==> src/rtl/regfile_pkg.sv <==
// regfile_pkg: shared constants for the multiport register file slice.
//   DEFAULT_*      default geometry and port counts
//   REG_ZERO       hard-wired zero register index
//   REG_V0         register mirrored on register_v0
//   MIN/MAX_*      legal port-count limits, checked at elaboration
package regfile_pkg;

  localparam int DEFAULT_DATA_W = 32;
  localparam int DEFAULT_ADDR_W = 5;
  localparam int DEFAULT_NUM_RD = 2;
  localparam int DEFAULT_NUM_WR = 2;

  localparam int REG_ZERO = 0;
  localparam int REG_V0   = 2;

  localparam int MIN_RD_PORTS = 1;
  localparam int MAX_RD_PORTS = 4;
  localparam int MIN_WR_PORTS = 1;
  localparam int MAX_WR_PORTS = 2;

  function automatic bit in_range(int n, int lo, int hi);
    return (n >= lo) && (n <= hi);
  endfunction

endpackage

==> src/rtl/multiport_register_file_if.sv <==
// multiport_register_file_if: bus bundle between a register-file user and
// the register file.
//   clk_enable              global enable for writes, marks and busy clears
//   rd_addr / rd_data       packed read ports, port i at [i*W +: W]
//   rd_busy                 per-read-port pending-write flag
//   wr_en/wr_addr/wr_data   packed write ports
//   mark_en / mark_addr     flag a register as pending a write
//   register_v0             continuous copy of register 2
// Modports: master (user side), slave (register file side).
import regfile_pkg::*;

interface multiport_register_file_if #(
  parameter int DATA_W = DEFAULT_DATA_W,
  parameter int ADDR_W = DEFAULT_ADDR_W,
  parameter int NUM_RD = DEFAULT_NUM_RD,
  parameter int NUM_WR = DEFAULT_NUM_WR
);

  logic                       clk_enable;
  logic [NUM_RD*ADDR_W-1:0]   rd_addr;
  logic [NUM_RD*DATA_W-1:0]   rd_data;
  logic [NUM_RD-1:0]          rd_busy;
  logic [NUM_WR-1:0]          wr_en;
  logic [NUM_WR*ADDR_W-1:0]   wr_addr;
  logic [NUM_WR*DATA_W-1:0]   wr_data;
  logic                       mark_en;
  logic [ADDR_W-1:0]          mark_addr;
  logic [DATA_W-1:0]          register_v0;

  modport master (
    output clk_enable, rd_addr, wr_en, wr_addr, wr_data, mark_en, mark_addr,
    input  rd_data, rd_busy, register_v0
  );

  modport slave (
    input  clk_enable, rd_addr, wr_en, wr_addr, wr_data, mark_en, mark_addr,
    output rd_data, rd_busy, register_v0
  );

endinterface

==> src/rtl/regfile_scoreboard.sv <==
// regfile_scoreboard: one busy bit per register.
//   clk, reset     clock, asynchronous active-low reset
//   en_i           global enable; nothing changes while low
//   set_en_i/set_addr_i  mark a register as pending a write
//   clr_en_i/clr_addr_i  per write port, clear the busy bit of the target
//   busy_o         all busy bits, bit 0 always 0
import regfile_pkg::*;

module regfile_scoreboard #(
  parameter int ADDR_W = DEFAULT_ADDR_W,
  parameter int NUM_WR = DEFAULT_NUM_WR
) (
  input  logic                      clk,
  input  logic                      reset,
  input  logic                      en_i,
  input  logic                      set_en_i,
  input  logic [ADDR_W-1:0]         set_addr_i,
  input  logic [NUM_WR-1:0]         clr_en_i,
  input  logic [NUM_WR*ADDR_W-1:0]  clr_addr_i,
  output logic [(2**ADDR_W)-1:0]    busy_o
);

  localparam int DEPTH = 2**ADDR_W;

  logic [DEPTH-1:0] busy_q;
  logic [DEPTH-1:0] busy_d;

  // Clears are applied before the set so a same-cycle mark and write to one
  // register leaves it busy.
  always_comb begin
    busy_d = busy_q;
    if (en_i) begin
      for (int unsigned w = 0; w < NUM_WR; w++) begin
        if (clr_en_i[w]) begin
          busy_d[clr_addr_i[w*ADDR_W +: ADDR_W]] = 1'b0;
        end
      end
      if (set_en_i) begin
        busy_d[set_addr_i] = 1'b1;
      end
    end
    busy_d[REG_ZERO] = 1'b0;
  end

  always_ff @(posedge clk or negedge reset) begin
    if (!reset) begin
      busy_q <= '0;
    end else begin
      busy_q <= busy_d;
    end
  end

  assign busy_o = busy_q;

endmodule

==> src/rtl/multiport_register_file.sv <==
// multiport_register_file: 2**ADDR_W x DATA_W register file with NUM_RD
// combinational read ports, NUM_WR write ports and per-register busy bits.
//   clk     sole clock, rising edge
//   reset   asynchronous active-low reset; clears storage and busy bits and
//           forces all outputs to 0 while low
//   bus     multiport_register_file_if.slave (reads, writes, marks,
//           clk_enable, register_v0)
// Register 0 reads 0 and is never written or busy. On same-address writes
// the higher-indexed port wins.
// Optional macro REGFILE_BYPASS_EN: a read matching an enabled same-cycle
// write returns the write data instead of the stored value.
import regfile_pkg::*;

module multiport_register_file #(
  parameter int DATA_W = DEFAULT_DATA_W,
  parameter int ADDR_W = DEFAULT_ADDR_W,
  parameter int NUM_RD = DEFAULT_NUM_RD,
  parameter int NUM_WR = DEFAULT_NUM_WR
) (
  input  logic                         clk,
  input  logic                         reset,
  multiport_register_file_if.slave     bus
);

  localparam int DEPTH = 2**ADDR_W;

  if (!in_range(NUM_RD, MIN_RD_PORTS, MAX_RD_PORTS)) begin : g_bad_num_rd
    $error("multiport_register_file: NUM_RD out of range");
  end
  if (!in_range(NUM_WR, MIN_WR_PORTS, MAX_WR_PORTS)) begin : g_bad_num_wr
    $error("multiport_register_file: NUM_WR out of range");
  end
  if (DEPTH <= REG_V0) begin : g_bad_addr_w
    $error("multiport_register_file: ADDR_W too small to hold REG_V0");
  end

  logic [DATA_W-1:0]          regs_q [DEPTH];
  logic [DATA_W-1:0]          regs_d [DEPTH];
  logic [NUM_WR-1:0]          wr_fire;
  logic [DEPTH-1:0]           busy;
  logic [NUM_RD*DATA_W-1:0]   rd_data_c;
  logic [NUM_RD-1:0]          rd_busy_c;

  // A write port takes effect only when enabled, globally enabled and
  // aimed at a nonzero register.
  always_comb begin
    wr_fire = '0;
    for (int unsigned w = 0; w < NUM_WR; w++) begin
      wr_fire[w] = bus.wr_en[w] && bus.clk_enable &&
                   (bus.wr_addr[w*ADDR_W +: ADDR_W] != ADDR_W'(REG_ZERO));
    end
  end

  // Ascending port order makes the highest-indexed port the last writer.
  always_comb begin
    regs_d = regs_q;
    for (int unsigned w = 0; w < NUM_WR; w++) begin
      if (wr_fire[w]) begin
        regs_d[bus.wr_addr[w*ADDR_W +: ADDR_W]] = bus.wr_data[w*DATA_W +: DATA_W];
      end
    end
    regs_d[REG_ZERO] = '0;
  end

  always_ff @(posedge clk or negedge reset) begin
    if (!reset) begin
      regs_q <= '{default: '0};
    end else begin
      regs_q <= regs_d;
    end
  end

  regfile_scoreboard #(
    .ADDR_W (ADDR_W),
    .NUM_WR (NUM_WR)
  ) u_scoreboard (
    .clk        (clk),
    .reset      (reset),
    .en_i       (bus.clk_enable),
    .set_en_i   (bus.mark_en),
    .set_addr_i (bus.mark_addr),
    .clr_en_i   (bus.wr_en),
    .clr_addr_i (bus.wr_addr),
    .busy_o     (busy)
  );

  // Busy is always the stored flag; only data may be forwarded. Everything
  // is forced to 0 during reset so a forwarded write cannot leak out.
  always_comb begin
    rd_data_c = '0;
    rd_busy_c = '0;
    for (int unsigned r = 0; r < NUM_RD; r++) begin
      rd_data_c[r*DATA_W +: DATA_W] = regs_q[bus.rd_addr[r*ADDR_W +: ADDR_W]];
`ifdef REGFILE_BYPASS_EN
      for (int unsigned w = 0; w < NUM_WR; w++) begin
        if (wr_fire[w] &&
            (bus.wr_addr[w*ADDR_W +: ADDR_W] == bus.rd_addr[r*ADDR_W +: ADDR_W])) begin
          rd_data_c[r*DATA_W +: DATA_W] = bus.wr_data[w*DATA_W +: DATA_W];
        end
      end
`else
`endif
      rd_busy_c[r] = busy[bus.rd_addr[r*ADDR_W +: ADDR_W]];
    end
    if (!reset) begin
      rd_data_c = '0;
      rd_busy_c = '0;
    end
  end

  assign bus.rd_data     = rd_data_c;
  assign bus.rd_busy     = rd_busy_c;
  assign bus.register_v0 = reset ? regs_q[REG_V0] : '0;

endmodule
==> src/flat_wrapper.sv <==
// flat-port wrapper written by rule: the top's interface ports become plain ports
module multiport_register_file_flat 
#(
  parameter int DATA_W = DEFAULT_DATA_W,
  parameter int ADDR_W = DEFAULT_ADDR_W,
  parameter int NUM_RD = DEFAULT_NUM_RD,
  parameter int NUM_WR = DEFAULT_NUM_WR
)
  (clk, reset, bus_clk_enable, bus_rd_addr, bus_wr_en, bus_wr_addr, bus_wr_data, bus_mark_en, bus_mark_addr, bus_rd_data, bus_rd_busy, bus_register_v0);
  multiport_register_file_if #(.DATA_W(DATA_W), .ADDR_W(ADDR_W), .NUM_RD(NUM_RD), .NUM_WR(NUM_WR)) bus_i ();
  input  logic clk;
  input  logic reset;
  input wire logic [$bits(bus_i.clk_enable)-1:0] bus_clk_enable;
  input wire logic [$bits(bus_i.rd_addr)-1:0] bus_rd_addr;
  input wire logic [$bits(bus_i.wr_en)-1:0] bus_wr_en;
  input wire logic [$bits(bus_i.wr_addr)-1:0] bus_wr_addr;
  input wire logic [$bits(bus_i.wr_data)-1:0] bus_wr_data;
  input wire logic [$bits(bus_i.mark_en)-1:0] bus_mark_en;
  input wire logic [$bits(bus_i.mark_addr)-1:0] bus_mark_addr;
  output wire logic [$bits(bus_i.rd_data)-1:0] bus_rd_data;
  output wire logic [$bits(bus_i.rd_busy)-1:0] bus_rd_busy;
  output wire logic [$bits(bus_i.register_v0)-1:0] bus_register_v0;
  assign bus_i.clk_enable = bus_clk_enable;
  assign bus_i.rd_addr = bus_rd_addr;
  assign bus_i.wr_en = bus_wr_en;
  assign bus_i.wr_addr = bus_wr_addr;
  assign bus_i.wr_data = bus_wr_data;
  assign bus_i.mark_en = bus_mark_en;
  assign bus_i.mark_addr = bus_mark_addr;
  assign bus_rd_data = bus_i.rd_data;
  assign bus_rd_busy = bus_i.rd_busy;
  assign bus_register_v0 = bus_i.register_v0;
  multiport_register_file #(.DATA_W(DATA_W), .ADDR_W(ADDR_W), .NUM_RD(NUM_RD), .NUM_WR(NUM_WR)) u_core (.clk(clk), .reset(reset), .bus(bus_i));
endmodule
==> config.mk <==
export PLATFORM = sky130hd
export DESIGN_NAME = multiport_register_file_flat
export DESIGN_NICKNAME = d
export VERILOG_FILES = /design/src/rtl/regfile_pkg.sv /design/src/rtl/multiport_register_file_if.sv /design/src/rtl/regfile_scoreboard.sv /design/src/rtl/multiport_register_file.sv /design/src/flat_wrapper.sv
export SDC_FILE = /design/constraint.sdc
export NUM_CORES = 2
export LEC_CHECK = 0
export ABC_AREA = 1
export ABC_CLOCK_PERIOD_IN_PS = 2800
export CORE_MARGIN = 2
export CORE_UTILIZATION = 30
export CTS_CLUSTER_DIAMETER = 50
export DETAILED_ROUTE_END_ITERATION = 6
export GPL_ROUTABILITY_DRIVEN = 0
export SLEW_MARGIN = 20
export SYNTH_ARGS = -nofsm -noshare
export SYNTH_HDL_FRONTEND = slang
export SYNTH_SLANG_ARGS = --single-unit
export TNS_END_PERCENT = 100
==> constraint.sdc <==
create_clock -name clk -period 2.8 [get_ports clk]
set_input_delay 0.42 -clock clk [delete_from_list [all_inputs] [get_ports clk]]
set_output_delay 0.42 -clock clk [all_outputs]
set_load 0.1 [all_outputs]
==> flow_summary.toml <==
[synthesis]
synth.top_cell.area_share_pct = 35.7
synth_nets = 11528
synth_area_leaders = "dfrtp_1 (36%), nand2_1 (19%), nand3_1 (13%)"
synth_cell_type_count = 37
synth_cells = 11433
syn_avg_cell_area_um2 = 6.26
ys_async_sr_fraction_pct = 100
yosysSeqAreaShare_pct = 35.7
synth_edf_count = 0
yosysTopAreaCell = "dfrtp_1"
synth_seq_cells = 1023
synth-main-ff-cell = "dfrtp_1"
syn-cell-area_um2 = 71600
yosysWarnings = 0

[floorplan]
core_um2 = 238000
die_x_um = 493
die_y_um = 493
num_rows = 179
pin_count = 193
die_area_um2 = 243000
initial_core_util_pct = 30.1

[critical_path]
critPathBufInv = 4
slowest_stage = "inv_4"
r2r_cells = 4
r2r-end = "u_core.regs_q[947]$_DFF_PN0_"
startpoint = "bus_rd_addr[9]"
crit_end = "bus_rd_data[50]"
rrSetupSlack_ps = 1540
cp.required_ps = 2380
critPathMaxStageDelay_ps = 490
start_kind = "input pin"
endpoint_kind = "output pin"
crit_family = "buffers and inverters"
cp.arrival_ps = 2460
path_cells = "clkdlybuf4s50_1 -> inv_4 -> buf_4 -> nand3_2 -> nand2_1 -> nor2_4 -> buf_12"
path_depth = 7
path_max_fanout = 23
reg2reg_from = "u_core.regs_q[947]$_DFF_PN0_"
path_class = "input pin to output pin"

[outcome]
violations = "negative setup slack"
status = "finished, violations left"

[layout]
final_cell_area_um2 = 89200
n_fill_cell = 24932
fin_cells = 14748
layout.nets = 11547
drive_gt1_share_pct = 12.8
area_delta_synth_final_pct = 24.6

[timing]
fin_ws_ps = -81.3
hold_violations = 0
fin_crit_ps = 2880
fin_crit_sh_pct = 103
rsz0062_at_grt = "yes"
clock.fmax_ghz = 0.347
slew_violations = 0
whs_ps = 118
maxSlewHeadroom_pct = 18.7
setup_viol = 10
tightest_slew_ps = 1210
finClkSkew_ps = 0

[drt]
postRouteWirelength_um = 378000
drt_iter0_drc = 12943
dr.pass1.iters = 7
drtAntennaViolNets = 0
routed_via_density = 5.59
wire_per_inst_um = 25.7
vias = 82500
drc = 0

[grt]
grt_pass1_vias = 73850
track_usage_pct = 30.0
grt_pass1_wl_um = 535000
grt-ovfl-total = 0
grt_max_degree = 75
antenna_found_initial = 24

[clocking]
numClockSinks = 1023
clk_path_buf_depth = 3
cts-root-buf = "clkbuf_16"
clock_latency_ps = 830
path_clk_slew_ps = 50
cts_buffers = 144
htree_levels = 4
cts_tree = "yes"

[hold_path]
min-delay-path-class = "input pin to asynchronous set/reset pin"

[place]
dpl-instance-area_um2 = 82500
place_inst = 14429
dp_hpwl_um = 249000
portBuffers = 192

[power_and_ir_drop]
cellLeakagePower_nw = 43.6
p_clk_share_pct = 33.2
sequentialPowerShare_pct = 33.8
power_switching_share_pct = 37.1
vdd_drop_max_mv = 0.674
intPower_w = 0.0377
p_sw_w = 0.0222
powerDensity_nw_per_um2 = 671
combPwrFrac_pct = 32.9

[flow_run]
cap_viol_max_count = 0
[registers in the layout, summed over array words and instances, names as in the netlist]
signal and count:
u_core.u_scoreboard.busy_o 31, u_core.regs_q 992
[logic make-up after synthesis]
family                 Yosys count  synth area share (%)
AOI/OAI and AO/OA             1932                  15.5
DFF                           1023                  35.7
buffers and inverters         2302                  12.8
and+or+nand+nor               6176                  36.0
[cells in the final DEF (no fill, tap or decap), types with 18 or more instances in the layout]
cell type and n:
buf_16 18, dfrtp_1 1007, nand2_4 33, nand2_1 3501
inv_1 1187, buf_12 316, buf_4 464, o22ai_1 89
o21ai_0 1058, nor2_2 44, nor2_1 615, nor2_4 50
nand3_1 1730, a21oi_1 216, o21ai_1 68, nand3_2 87
clkbuf_16 156, clkdlybuf4s50_1 84, inv_2 57, o211ai_1 449
nand2_2 74, clkinvlp_4 18, clkbuf_8 24
[power by group through the flow]
stage | Combinational, W | Clock, W | Sequential [W]
final | 0.0197 | 0.0199 | 0.0202
after global routing | 0.0218 | 0.0206 | 0.0205
after CTS | 0.0190 | 0.0199 | 0.0201
after detailed placement | 0.0185 | 0 | 0.0204
after global placement | 0.0183 | 0 | 0.0204
after floorplan | 0.0128 | 0 | 0.0198
[worst min path at each step]
stage	depth (start not counted)	slack [ps]	to
after global placement	1	290	u_core.regs_q[348]$_DFF_PN0_
after floorplan	0	120	u_core.regs_q[0]$_DFF_PN0_
after global routing	5	80	u_core.regs_q[621]$_DFF_PN0_
after CTS	5	60	u_core.regs_q[724]$_DFF_PN0_
after detailed placement	1	290	u_core.regs_q[348]$_DFF_PN0_
final	5	120	u_core.regs_q[724]$_DFF_PN0_
[area by class of cell]
type	instances	area, um^2	share of cell area [%]
Sequential cell	1023	25600	28.7
Multi-Input combinational cell	8108	38200	42.8
Clock inverter	72	923	1.04
Antenna cell	12	30.0	0.0337
Clock buffer	191	4170	4.67
Tap cell	3167	3960	4.44
Inverter	1270	4840	5.43
Timing Repair Buffer	905	11500	12.9
[synthesized netlist by cell type (all sizes together) (19+ instances only)]
cell / n
o21ai: 1136
dfrtp: 1023
o211ai: 449
a21oi: 216
nand2: 3608
buf: 388
nor2: 711
inv: 1253
a31oi: 19
nor3: 20
clkbuf: 644
nand3: 1830
o22ai: 99
[routing by layer]
metal | global-route usage (%) | wire length (um)
met1 | 38.2 | 142000
met2 | 42.9 | 153000
met3 | 9.14 | 50900
met4 | 21.2 | 32400
met5 | 0 | 201
[worst reg2reg max path, stage by stage (launching register included)]
cell	delay, ps
dfrtp_1	450
inv_2	120
o21ai_0	100
o21ai_1	370
inv_1	100
[what timing repair did]
action,in CTS,in global routing
hold endpoints to repair,296,0
gates resized for setup,121,173
setup endpoints to repair,51,54
setup buffers,27,11
hold buffers,7,0
pin swaps,31,87
gates cloned,0,4
[metrics by stage]
| stage | worst slack (ps) | power (W) | setup TNS, ps | util, % |
|---|---|---|---|---|
| after CTS | -17.1 | 0.0590 | -38.2 | 37.2 |
| after global placement | -63.9 | 0.0387 | -202 | 34.7 |
| after floorplan | 36.9 | 0.0326 | 0 | - |
| after global routing | -106 | 0.0629 | -1180 | 37.5 |
| after detailed placement | -23.8 | 0.0389 | -57.5 | 34.7 |
| final | -81.3 | 0.0598 | -373 | 37.5 |
Note: power is estimated with default switching activity, not from simulation.
